## config.mk

```make
export PLATFORM = sky130hd
export DESIGN_NAME = lane_sweep_ctrl
export DESIGN_NICKNAME = d
export VERILOG_FILES = /design/src/rtl/lane_sweep_ctrl.sv
export SDC_FILE = /design/constraint.sdc
export NUM_CORES = 1
export LEC_CHECK = 0
export CAP_MARGIN = 20
export CORE_MARGIN = 2
export CORE_UTILIZATION = 39
export CTS_CLUSTER_SIZE = 12
export DETAILED_ROUTE_END_ITERATION = 6
export GPL_ROUTABILITY_DRIVEN = 0
export GPL_TIMING_DRIVEN = 0
export PLACE_DENSITY = 0.79
export SETUP_SLACK_MARGIN = 0.05
export SLEW_MARGIN = 20
export SYNTH_ARGS = -nofsm -noshare
export SYNTH_HDL_FRONTEND = slang
export SYNTH_SLANG_ARGS = --single-unit
```

## constraint.sdc

```tcl
create_clock -name clk -period 1.78 [get_ports clk]
set_input_delay 0.356 -clock clk [delete_from_list [all_inputs] [get_ports clk]]
set_output_delay 0.356 -clock clk [all_outputs]
set_load 0.03 [all_outputs]
```

## src/rtl/lane_sweep_ctrl.sv

```systemverilog
// Sweep controller for the lane memoryfile: load, then read/process/write each lane, then save.
// Optional LANE_CHECKSUM_EN adds an XOR checksum of every lane written back during the sweep.
module lane_sweep_ctrl #(
  parameter int NUM_LANES = 25,
  parameter int LANE_W    = 64,
  parameter int IDX_W     = 5
) (
  input  logic              clk,
  input  logic              rst,
  input  logic              start,
  output logic              busy,
  output logic              done,
  output logic              mem_load,
  output logic              mem_save,
  output logic              mem_read,
  output logic              mem_write,
  output logic [IDX_W-1:0]  mem_idx,
  input  logic [LANE_W-1:0] mem_rdata,
  output logic [LANE_W-1:0] mem_wdata,
  output logic [LANE_W-1:0] lane_out,
  output logic [IDX_W-1:0]  lane_out_idx,
  output logic              lane_out_valid,
  input  logic              lane_out_ready,
  input  logic [LANE_W-1:0] lane_in,
  input  logic              lane_in_valid,
  output logic              lane_in_ready
`ifdef LANE_CHECKSUM_EN
  ,
  output logic [LANE_W-1:0] checksum
`endif
);

  typedef enum logic [3:0] {
    S_IDLE, S_LOAD, S_RD, S_CAP, S_SEND, S_RECV, S_WR, S_SAVE, S_DONE
  } state_t;

  localparam logic [IDX_W-1:0] LAST_IDX = IDX_W'(NUM_LANES - 1);

  state_t              state_q, state_d;
  logic [IDX_W-1:0]    idx_q, idx_d;
  logic [LANE_W-1:0]   lane_out_q, lane_out_d;
  logic [IDX_W-1:0]    lane_out_idx_q, lane_out_idx_d;
  logic [LANE_W-1:0]   mem_wdata_q, mem_wdata_d;
  logic                busy_q, busy_d;
  logic                done_q, done_d;
  logic                mem_load_q, mem_load_d;
  logic                mem_save_q, mem_save_d;
  logic                mem_read_q, mem_read_d;
  logic                mem_write_q, mem_write_d;
  logic                lane_out_valid_q, lane_out_valid_d;
  logic                lane_in_ready_q, lane_in_ready_d;
`ifdef LANE_CHECKSUM_EN
  logic [LANE_W-1:0]   checksum_q, checksum_d;
`endif

  always_comb begin
    state_d        = state_q;
    idx_d          = idx_q;
    lane_out_d     = lane_out_q;
    lane_out_idx_d = lane_out_idx_q;
    mem_wdata_d    = mem_wdata_q;
`ifdef LANE_CHECKSUM_EN
    checksum_d     = checksum_q;
`endif
    case (state_q)
      S_IDLE: begin
        if (start) begin
          state_d = S_LOAD;
          idx_d   = '0;
`ifdef LANE_CHECKSUM_EN
          checksum_d = '0;
`endif
        end
      end
      S_LOAD: state_d = S_RD;
      S_RD:   state_d = S_CAP;
      S_CAP: begin
        lane_out_d     = mem_rdata;
        lane_out_idx_d = idx_q;
        state_d        = S_SEND;
      end
      S_SEND: begin
        if (lane_out_ready) state_d = S_RECV;
      end
      S_RECV: begin
        if (lane_in_valid) begin
          mem_wdata_d = lane_in;
          state_d     = S_WR;
        end
      end
      S_WR: begin
`ifdef LANE_CHECKSUM_EN
        checksum_d = checksum_q ^ mem_wdata_q;
`endif
        if (idx_q == LAST_IDX) begin
          state_d = S_SAVE;
        end else begin
          idx_d   = idx_q + IDX_W'(1);
          state_d = S_RD;
        end
      end
      S_SAVE: state_d = S_DONE;
      S_DONE: begin
        idx_d   = '0;
        state_d = S_IDLE;
      end
      default: state_d = S_IDLE;
    endcase

    // Strobes are decoded from the next state so they are registered yet aligned with the state.
    busy_d           = (state_d != S_IDLE);
    done_d           = (state_d == S_DONE);
    mem_load_d       = (state_d == S_LOAD);
    mem_save_d       = (state_d == S_SAVE);
    mem_read_d       = (state_d == S_RD);
    mem_write_d      = (state_d == S_WR);
    lane_out_valid_d = (state_d == S_SEND);
    lane_in_ready_d  = (state_d == S_RECV);
  end

  always_ff @(posedge clk) begin
    if (!rst) begin
      state_q          <= S_IDLE;
      idx_q            <= '0;
      lane_out_q       <= '0;
      lane_out_idx_q   <= '0;
      mem_wdata_q      <= '0;
      busy_q           <= 1'b0;
      done_q           <= 1'b0;
      mem_load_q       <= 1'b0;
      mem_save_q       <= 1'b0;
      mem_read_q       <= 1'b0;
      mem_write_q      <= 1'b0;
      lane_out_valid_q <= 1'b0;
      lane_in_ready_q  <= 1'b0;
`ifdef LANE_CHECKSUM_EN
      checksum_q       <= '0;
`endif
    end else begin
      state_q          <= state_d;
      idx_q            <= idx_d;
      lane_out_q       <= lane_out_d;
      lane_out_idx_q   <= lane_out_idx_d;
      mem_wdata_q      <= mem_wdata_d;
      busy_q           <= busy_d;
      done_q           <= done_d;
      mem_load_q       <= mem_load_d;
      mem_save_q       <= mem_save_d;
      mem_read_q       <= mem_read_d;
      mem_write_q      <= mem_write_d;
      lane_out_valid_q <= lane_out_valid_d;
      lane_in_ready_q  <= lane_in_ready_d;
`ifdef LANE_CHECKSUM_EN
      checksum_q       <= checksum_d;
`endif
    end
  end

  assign busy           = busy_q;
  assign done           = done_q;
  assign mem_load       = mem_load_q;
  assign mem_save       = mem_save_q;
  assign mem_read       = mem_read_q;
  assign mem_write      = mem_write_q;
  assign mem_idx        = idx_q;
  assign mem_wdata      = mem_wdata_q;
  assign lane_out       = lane_out_q;
  assign lane_out_idx   = lane_out_idx_q;
  assign lane_out_valid = lane_out_valid_q;
  assign lane_in_ready  = lane_in_ready_q;
`ifdef LANE_CHECKSUM_EN
  assign checksum       = checksum_q;
`endif

endmodule

```

[Word level (Yosys, flattened, before mapping)]
Cells that the tools add are included.
Cells by class
  add/sub/neg operators: 1
  muxes and demuxes: 8
  equality and inequality tests: 18
  reductions and logical operators: 5
Operators by type and width (number)
  4-bit by 3-bit equality test with 1-bit output (second input constant): 8
  4-bit one-hot mux with 8 select lines: 1
  5-bit one-hot mux with 3 select lines: 1
  4-bit by 2-bit equality test with 1-bit output (second input constant): 3
  4-bit 2-to-1 mux: 3
  5-bit 2-to-1 mux: 2
  4-bit by 1-bit equality test with 1-bit output (second input constant): 2
  4-bit equality test (second input constant): 2
  5-bit by 1-bit adder with 5-bit output (second input constant): 1
  5-bit equality test (second input constant): 1
  4-bit logical NOT: 1
  2-bit != test (second input constant): 2
  4-bit nonzero test: 1
  3-bit 2-to-1 mux: 1
  3-bit AND reduction: 1
  3-bit nonzero test: 1
  2-bit AND reduction: 1
Word-level totals
  output and inout bits: 146
  register bits after elaboration: 150
  word-level logic and storage cells: 45
  bits of input ports: 133

[Depth between registers and ports, before layout]
Gate-level depths: netlist of the first run.
  word-level depth: 4
  depth in mapped cells: 7
  depth with buffers taken out: 6

[Worst setup path after synthesis of the first run]
Ideal clock, no wire load.
  path kind: register -> register
  from: register idx_q[0] (netlist: mem_idx[0])
  to: register mem_write_q (netlist: mem_write)
  data arrival time: 1728 ps
  clock period less this slack: 1801 ps
  stages on the path, launching flop included: 7
  setup slack: -21 ps
  data required time: 1707 ps
  library setup time: 73 ps
  buffers on the path: 0
  cells stage by stage: dfxtp_1 inv_1 ha_1 nand4b_4 o211a_1 or4_4 nor3_2
On the way
  cells in the longest elaborated chain, start to end: 4
RTL lines
  start, declared: line 40  | logic [IDX_W-1:0] idx_q, idx_d;
  start signal, assigned: line 141  | idx_q <= idx_d;
  5-bit equality test: line 95  | if (idx_q == LAST_IDX) begin
  3-bit 2-to-1 mux: line 95
  4-bit one-hot mux with 8 select lines: line 65  | case (state_q)
  4-bit by 3-bit equality test with 1-bit output: line 116  | mem_write_d = (state_d == S_WR);
  end signal, assigned: line 150  | mem_write_q <= mem_write_d;
  end, declared: line 49  | logic mem_write_q, mem_write_d;
No other way between the ends.
A chain may end at the register's enable or synchronous reset.

[Worst setup path after layout of the first run]
Same ends and word-level chain as after synthesis.

==> key figures, run 1 <==
Routing
  – Post-detailed-route via-to-cell ratio: around 4.8
  – Initial DRC Count: around 300
  – Final wirelength: between 15,000 and 20,000 um
  – Vias: 5,499
  – Wire length per cell: 14.6 um
  – Drt pass-1 iters: 4
  – DRC viols: 0
  – ANT nets after route: 0

Placed design
  – # port buffers: 278
  – Dpl ws: -592 ps
  – DP Wirelength: around 13,000 um

Synth
  – Ys Warns: 0
  – Area fraction of the dominant cell type after synthesis: roughly 56%
  – Largest family of logic cells by synthesized area: simple AND/OR/NAND/NOR gates
  – Seq/Total Area, Yosys: a little under three fifths
  – Fraction of synthesis flops using an asynchronous set or reset pin: 0%
  – Compound-Gate Fraction of Synth Area: 15.5%
  – Synth Instances: ~670
  – Top cells by area, synth: dfxtp_1, nand2_1, a21oi_1
  – Mux cell area share after synthesis: less than 1%
  – Synth unique cells: 37
  – Synth Area in XOR/XNOR: 0%
  – Synth Area in Simple Gates: 23.5%
  – Post-synth EDFFs: 0
  – Main synth FF type: dfxtp_1
  – Synthesized flop and latch total: 150
  – Fraction of the mapped netlist area in adder cells: less than 1%
  – Syn Area/Cell: 7.98 um^2
  – Post-Syn Area: between 5000 and 6000 um^2
  – Area leader, netlist: dfxtp_1
  – Synthesized netlist net count: around 800

Worst setup path
  – Crit path from: mem_idx[0]$_SDFFE_PN0P_
  – FF-to-FF path depth: 6
  – Worst setup path end: mem_write$_SDFF_PN0_
  – Crit path cell chain: inv_2, ha_4, nand4b_4, o211a_1, or4_4, nor3_2
  – Crit end category: register
  – Crit Path Class: reg -> reg
  – Worst R2R Setup Slack: between 100 and 150 ps
  – Number of cells on the critical path: 6
  – Worst r2r src: mem_idx[0]$_SDFFE_PN0P_
  – Worst EP required: 2130 ps
  – CP top delay family: simple AND/OR/NAND/NOR gates
  – Reg-to-Reg End: mem_write$_SDFF_PN0_
  – CP Max Fanout: 6
  – Buf/Inv on CP: 1
  – Critical path arrival: about 2000 ps
  – CP Launch Type: register
  – Max incr delay on CP: about 540 ps
  – Slowest-stage cell, CP: or4_4

Final layout
  – Ratio of cells with drive above 1 in the final layout: between 8 and 9%
  – Antenna diodes: 0
  – Number of nets in the layout: around 1,100
  – Commonest cells after routing, fill and taps aside: nand2_1, dfxtp_1, dlygate4sd2_1
  – Commonest non-fill, non-tap cell in the layout: nand2_1
  – Area Overhead vs Synth: 66.8%

Clocking
  – Clock sinks: 150
  – Cts hold-fix bufs: 0
  – TritonCTS clock tree: done
  – Num CTS Buffers: 17
  – Worst skew pair latency: 420 ps
  – CTS max path bufs: 2
  – Clk pin slew, worst setup/hold paths: roughly 60 ps
  – CTS root buf: clkbuf_16
  – H-tree levels: 4

Pwr
  – Worst vdd ir: 0.656 mV
  – P_leak: around 3.8 nW
  – Total power: ~8 mW
  – PD cells: around 910 nW/um^2

STA
  – Final Cycle Share: approximately 94%
  – Final min period: ~1700 ps
  – Worst-Margin Slew: about 530 ps
  – Slew margin rel.: approximately 65%
  – Fin. Hold Viols: 0
  – Fin Clk Skew: between 3 and 4 ps
  – Final Max Tran Viols: 0
  – Setup slack after layout: between 100 and 150 ps
  – RSZ-0062 raised after global routing: yes
  – # setup viols final: 0
  – Fmax achieved: between 500 and 600 MHz

Run status
  – Status: finished, final reports clean

Floorplan
  – Die Y: between 100 and 150 um
  – IO Pins: around 280
  – Die W: roughly 120 um
  – Initial core utilization: between 40% and 50%
  – Full die area: roughly 15,000 um^2
  – Row cnt: 42
  – Core Area: between 10,000 and 15,000 um^2

Hold path
  – HP Class: reg -> reg

Global routing
  – Vias in the first global route: 5,375
  – First-pass GRT wire length: about 27,000 um
  – Largest net degree at the start of global routing: 17
  – Tot GR Track Use: 23.1%
  – Gr ovfl total: 0
  – Initial antenna violation count: 0

Job
  – Max-Cap Viols: 0
==> cell usage after synthesis, types with 3 or more instances <==
library cell  count
nand2b_1          5
nor3_1            3
nor2_1           13
nor3_2            3
clkbuf_1         33
o21ai_0           4
dfxtp_1         150
a21oi_1         136
nand2_1         271
buf_2            13
inv_1             6
==> per-stage QoR <==
| step | utilization (%) | setup TNS, ps | hold slack, ps | std cells | instance area (um^2) |
|---|---|---|---|---|---|
| global placement | 62.8 | -50250 | 440 | 1123 | 8340 |
| detailed placement | 62.8 | -55840 | 446 | 1123 | 8340 |
| floorplan | - | 0 | 473 | 669 | 5340 |
| CTS | 66.7 | 0 | 451 | 1156 | 8870 |
| finish | 67.0 | 0 | 449 | 1157 | 8900 |
| global route | 67.0 | 0 | 465 | 1157 | 8900 |
==> cell families after synthesis <==
| kind of cell | count (synthesis) |
|---|---|
| mux | 1 |
| buf+inv | 53 |
| flops | 150 |
| compound gates | 155 |
| simple gates | 308 |
| fa+ha+maj | 2 |
==> how the worst min path moves through the flow <==
stage	endpoint	slack, ps	from	depth (start not counted)
2_1_floorplan	busy$_SDFF_PN0_	470	rst	1
3_3_place_gp	lane_out[21]$_SDFFE_PN0P_	440	lane_out[21]$_SDFFE_PN0P_	2
3_5_place_dp	lane_out[42]$_SDFFE_PN0P_	450	lane_out[42]$_SDFFE_PN0P_	2
4_1_cts	lane_out[42]$_SDFFE_PN0P_	450	lane_out[42]$_SDFFE_PN0P_	2
5_1_grt	lane_out[52]$_SDFFE_PN0P_	470	lane_out[52]$_SDFFE_PN0P_	2
6_report	lane_out[7]$_SDFFE_PN0P_	450	lane_out[7]$_SDFFE_PN0P_	2
==> layer usage <==
metal	up-vias	routed length [um]	global-route usage, %
met5	-	0	0
li1	2778	-	-
met3	22	1700	9.63
met4	0	293	7.63
met2	212	8340	40.2
met1	2487	6590	25.4
==> timing repair <==
item / in CTS / in global routing
cloned: 0 / 0
endpoints found under the hold margin: 0 / 0
endpoints found under the setup margin: 276 / 69
pin swaps: 1 / 5
resized for setup: 155 / 29
setup buffers: 3 / 1
==> state kept, by name (all words and copies together) (netlist names) <==
register        count
lane_out           64
mem_wdata          64
lane_out_idx        5
mem_idx             5
state_q             4
busy                1
done                1
lane_in_ready       1
lane_out_valid      1
mem_load            1
mem_read            1
mem_save            1
mem_write           1
==> worst register-to-register path, cell delays in order (launching register included) <==
cell	delay, ps
dfxtp_4	370
inv_2	70
ha_4	130
nand4b_4	100
o211a_1	230
or4_4	540
nor3_2	160
==> power by group <==
group          total, mW  leakage, nW  internal [mW]  switching (mW)
sequential          3.43         1.21           3.41          0.0267
clock               3.96        0.327           2.63            1.34
combinational      0.707         2.29          0.376           0.331
==> final cells by class <==
class | instances | area (um^2)
Multi-Input combinational cell | 466 | 2150
Clock inverter | 9 | 170
Sequential cell | 150 | 3010
Clock buffer | 23 | 488
Buffer | 45 | 204
Timing Repair Buffer | 282 | 2630
Inverter | 6 | 25.0
Fill cell | 1190 | 4390
Tap cell | 176 | 220
Note: power is estimated with default switching activity, not from simulation.
==> inputs of run 2 (changes only) <==
==> constraint.sdc (replaced) <==
create_clock -name clk -period 1.8 [get_ports clk]
set_input_delay 0.36 -clock clk [delete_from_list [all_inputs] [get_ports clk]]
set_output_delay 0.36 -clock clk [all_outputs]
set_load 0.03 [all_outputs]
==> key figures, run 2 (same netlist as run 1, synthesis figures left out) <==
Routing
  – Initial DRC Count: around 290
  – DRC viols: 0
  – Wire length per cell: approximately 15 um
  – Vias: roughly 5,500
  – Final wirelength: around 17,000 um
  – Drt pass-1 iters: 4
  – ANT nets after route: 0
  – Post-detailed-route via-to-cell ratio: around 4.7

Placed design
  – Dpl cells: about 1,100
  – DP Wirelength: 12,500 um
  – # port buffers: between 200 and 300
  – Placed cell area: around 8300 um^2

STA
  – Fin Clk Skew: 7.89 ps
  – Fin. Hold Viols: 0
  – Final min period: between 1500 and 2000 ps
  – Slew margin rel.: about 64%
  – Final Cycle Share: between 90% and 100%
  – Fmax achieved: between 500 and 600 MHz
  – Final Max Tran Viols: 0
  – RSZ-0062 raised after global routing: no
  – # setup viols final: 0
  – Worst-Margin Slew: about 540 ps

Floorplan
  – Initial core utilization: 40.2%
  – Full die area: 14,600 um^2
  – Core Area: roughly 13,000 um^2
  – Die Y: 121 um
  – IO Pins: roughly 280
  – Row cnt: 42
  – Die W: 121 um

Worst setup path
  – Crit end category: register
  – FF-to-FF path depth: 6
  – Worst EP required: 2140 ps
  – Max incr delay on CP: roughly 540 ps
  – Worst R2R Setup Slack: 120 ps
  – Reg-to-Reg End: mem_write$_SDFF_PN0_
  – CP Launch Type: register
  – Critical path arrival: 2030 ps
  – Worst r2r src: mem_idx[0]$_SDFFE_PN0P_
  – Slowest-stage cell, CP: or4_4
  – Crit path cell chain: inv_2, ha_4, nand4b_4, o211a_1, or4_4, nor3_2
  – CP Max Fanout: 6
  – Crit Path Class: reg -> reg

Final layout
  – Multi-input logic area: between 2000 and 2500 um^2
  – Final Non-Filler Cells: approximately 1,200
  – Number of nets in the layout: approximately 1,100
  – Core Util, Final: between 60% and 70%
  – Antenna diodes: 0
  – Area Overhead vs Synth: 66.8%
  – Sequential cell area: 3010 um^2
  – Commonest non-fill, non-tap cell in the layout: nand2_1
  – Commonest cells after routing, fill and taps aside: nand2_1, dfxtp_1, dlygate4sd2_1
  – Fill count: between 1,000 and 1,500
  – Ratio of cells with drive above 1 in the final layout: between 7 and 8%
  – Final non-filler cell area: about 8900 um^2

Clocking
  – Worst skew pair latency: about 420 ps
  – Num CTS Buffers: 17
  – Cts hold-fix bufs: 0
  – CTS root buf: clkbuf_16
  – Clock sinks: 150
  – CTS max path bufs: 2
  – H-tree levels: 4
  – TritonCTS clock tree: done
  – Clk pin slew, worst setup/hold paths: roughly 60 ps

Run status
  – Status: finished, final reports clean

Pwr
  – Gate power share: a little under 9%
  – Clock share of power: between 40 and 50%
  – P_leak: ~3.8 nW
  – Pint: about 6.3 mW
  – PD cells: roughly 900 nW/um^2
  – Net Sw Frac: a little over a fifth
  – P_sw: ~1.7 mW
  – Total power: 8.01 mW
  – Worst vdd ir: about 0.65 mV
  – Sequential Power Share: between 40% and 50%

Hold path
  – Hold endpoint: lane_out[61]$_SDFFE_PN0P_
  – Hold Crit Start: lane_out[61]$_SDFFE_PN0P_
  – Hold-critical path depth: 2
  – HP Class: reg -> reg

Global routing
  – Tot GR Track Use: between 20 and 25%
  – First-pass GRT wire length: 26,600 um
  – Initial antenna violation count: 0
  – Largest net degree at the start of global routing: 17
  – Gr ovfl total: 0
  – Vias in the first global route: 5,371

Job
  – Max-Cap Viols: 0
==> run 2: worst max-delay path: cells and delay by family (launching register included) <==
kind	cells	cell delay, ps
flip-flops	1	370
AO/OA/AOI/OAI	1	240
adder cells (fa/ha/maj)	1	130
buffers and inverters	1	70
AND/OR/NAND/NOR	3	810
==> run 2: cell type report <==
cell class	instances	area share (%)
flip-flops and latches	150	33.8
repair buffers	283	29.6
multi-input cells	466	24.2
clock buffers	23	5.48
well taps	176	2.47
plain buffers	45	2.28
clock inverters	9	1.91
inverters	6	0.253
==> run 2: per-layer routing <==
metal | global-route usage (%) | wire length, um | vias to the layer above
met5 | 0 | 0 | -
met1 | 25.3 | 6620 | 2498
li1 | - | - | 2780
met3 | 9.63 | 1650 | 21
met4 | 7.63 | 263 | 0
met2 | 40.2 | 8390 | 199
==> run 2: power groups by stage <==
stage	sequential [mW]	clock, mW	combinational [mW]
floorplan	3.55	0	0.193
global placement	3.47	0	0.716
detailed placement	3.47	0	0.718
CTS	3.40	3.98	0.700
global route	3.40	4.14	0.751
finish	3.39	3.91	0.698
==> run 2: what timing repair did <==
item / CTS / global route
pin swaps: 1 / 5
endpoints found under the setup margin: 274 / 63
hold endpoints to repair: 0 / 0
setup buffers: 2 / 3
gates resized for setup: 154 / 23
cloned: 0 / 0
==> run 2: worst max-delay path by stage <==
stage / slack, ps / to / cells after the start / start
6_report: 120 / mem_write$_SDFF_PN0_ / 6 / mem_idx[0]$_SDFFE_PN0P_
5_1_grt: 50 / mem_write$_SDFF_PN0_ / 6 / mem_idx[0]$_SDFFE_PN0P_
4_1_cts: 50 / mem_write$_SDFF_PN0_ / 6 / mem_idx[0]$_SDFFE_PN0P_
3_5_place_dp: -580 / lane_out[58]$_SDFFE_PN0P_ / 5 / rst
3_3_place_gp: -550 / lane_out[58]$_SDFFE_PN0P_ / 5 / rst
2_1_floorplan: 80 / mem_write$_SDFF_PN0_ / 6 / mem_idx[0]$_SDFFE_PN0P_
==> run 2: per-stage QoR <==
step	TNS, ps	hold slack (ps)	worst slack, ps
floorplan	0	477	81.3
global placement	-48120	440	-548
detailed placement	-53710	446	-576
CTS	0	451	50.9
global route	0	465	50.0
finish	0	448	116
==> inputs of run 3 (changes only) <==
--- a/config.mk
+++ b/config.mk
@@ -5,13 +5,13 @@
 export SDC_FILE = /design/constraint.sdc
 export NUM_CORES = 1
 export LEC_CHECK = 0
+export ABC_CLOCK_PERIOD_IN_PS = 1800
 export CAP_MARGIN = 20
 export CORE_MARGIN = 2
 export CORE_UTILIZATION = 39
 export CTS_CLUSTER_SIZE = 12
 export DETAILED_ROUTE_END_ITERATION = 6
 export GPL_ROUTABILITY_DRIVEN = 0
-export GPL_TIMING_DRIVEN = 0
 export PLACE_DENSITY = 0.79
 export SETUP_SLACK_MARGIN = 0.05
 export SLEW_MARGIN = 20
==> key figures, run 3 (same netlist as run 1, synthesis figures left out) <==
Global routing
  – Vias in the first global route: around 5,000
  – Gr ovfl total: 0
  – Initial antenna violation count: 0
  – Tot GR Track Use: between 20% and 30%
  – Largest net degree at the start of global routing: 70
  – First-pass GRT wire length: ~25,000 um

Clocking
  – Worst skew pair latency: 410 ps
  – Clock sinks: 150
  – Clk pin slew, worst setup/hold paths: 60 ps
  – Cts hold-fix bufs: 0
  – Num CTS Buffers: 17
  – CTS root buf: clkbuf_16
  – CTS max path bufs: 2
  – Post-cts sizing count: 146
  – Post-CTS setup buffers: 0
  – TritonCTS clock tree: done
  – H-tree levels: 4

Pwr
  – Total power: 7.88 mW
  – P_leak: 3.79 nW
  – Worst vdd ir: 0.527 mV
  – PD cells: just under 900 nW/um^2

Floorplan
  – IO Pins: 279
  – Full die area: about 15,000 um^2
  – Die Y: roughly 120 um
  – Row cnt: 42
  – Core Area: about 13,000 um^2
  – Initial core utilization: around two fifths
  – Die W: approximately 120 um

Worst setup path
  – Max incr delay on CP: 450 ps
  – Crit end category: output pin
  – CP top delay family: buffers and inverters
  – Critical path arrival: approximately 1300 ps
  – Slowest-stage cell, CP: dlygate4sd2_1
  – Worst EP required: 1440 ps
  – CP Max Fanout: 5
  – Buf/Inv on CP: 1
  – Crit Path Class: reg -> out
  – CP Launch Type: register
  – Crit path cell chain: dlygate4sd2_1

STA
  – Final Cycle Share: between 90% and 100%
  – Final min period: ~1700 ps
  – # setup viols final: 0
  – Setup slack after layout: between 100 and 150 ps
  – RSZ-0062 raised after global routing: no
  – Final Max Tran Viols: 0
  – Fin. Hold Viols: 0
  – Fin Clk Skew: between 5 and 6 ps
  – Fmax achieved: a little over 600 MHz
  – Worst-Margin Slew: roughly 380 ps
  – Slew margin rel.: about three quarters

Final layout
  – Fill count: 1,142
  – Commonest non-fill, non-tap cell in the layout: nand2_1
  – Antenna diodes: 0
  – Commonest cells after routing, fill and taps aside: nand2_1, dfxtp_1, dlygate4sd2_1
  – Multi-input logic area: 2130 um^2
  – Area Overhead vs Synth: 66.2%
  – Number of nets in the layout: roughly 1,100
  – Sequential cell area: 3010 um^2
  – Ratio of cells with drive above 1 in the final layout: under 10%

Routing
  – Initial DRC Count: just under 400
  – Routed wl met2: between 7000 and 8000 um
  – Final wirelength: ~16,000 um
  – Post-detailed-route via-to-cell ratio: 4.77
  – Wire length per cell: approximately 14 um
  – Routed met1 length: 6650 um
  – ANT nets after route: 0
  – DRC viols: 0
  – Vias: ~5,400
  – Uppermost routed layer: met4
  – Wire length on met3: approximately 1500 um
  – Drt pass-1 iters: 4

Hold path
  – HP Class: reg -> reg

Run status
  – Status: finished, final reports clean

Placed design
  – # port buffers: roughly 280
  – Dpl ws: -81.6 ps
  – DP Wirelength: 11,000 um

Job
  – Max-Cap Viols: 0
run 3: cell count changes in the layout (fill, tap and decap cells not counted), sizes merged:
cell / delta
clkbuf: -32
buf: +6
clkinv: -2
clkinvlp: +2
bufinv: -1
run 3: per-stage QoR:
stage          std cells  utilization [%]  area (um^2)  TNS (ps)  hold slack, ps
3_3_place_gp        1100             63.3         8420     -2630             440
5_1_grt             1131             66.7         8870         0             466
3_5_place_dp        1100             63.3         8420     -3970             446
6_report            1131             66.7         8870         0             448
2_1_floorplan        669                -         5340         0             477
4_1_cts             1131             66.7         8870         0             451
run 3: cell type report:
type | count | share of cell area (%)
tap | 176 | 2.48
clock buffer | 23 | 5.50
sequential | 150 | 33.9
timing repair buffer | 302 | 32.2
clock inverter | 8 | 1.64
multi-input combinational | 466 | 24.0
inverter | 6 | 0.282
run 3: path summary, 6_finish.rpt:
check                              end  slack, ps  depth (start not counted)                 startpoint
min          lane_out[22]$_SDFFE_PN0P_        450                          2  lane_out[22]$_SDFFE_PN0P_
max reg2reg       mem_write$_SDFF_PN0_        150                          6    mem_idx[0]$_SDFFE_PN0P_
min reg2reg  lane_out[22]$_SDFFE_PN0P_        450                          2  lane_out[22]$_SDFFE_PN0P_
max                         mem_idx[4]        140                          1    mem_idx[4]$_SDFFE_PN0P_
run 3: tightest hold or removal path: stages, from the launching register on:
cell and delay, ps:
dfxtp_1 300, nand2_1 50, a21oi_1 50
run 3: routing by layer:
layer / vias up / track usage (%)
li1: 2717 / -
met4: 0 / 9.45
met5: - / 0
met1: 2421 / 25.4
met2: 224 / 34.2
met3: 28 / 8.27
run 3: power breakdown:
part | leakage [nW] | switching [mW] | internal, mW
Clock | 0.305 | 1.32 | 2.46
Sequential | 1.21 | 0.0273 | 3.37
Combinational | 2.27 | 0.317 | 0.388
Total | 3.79 | 1.67 | 6.21
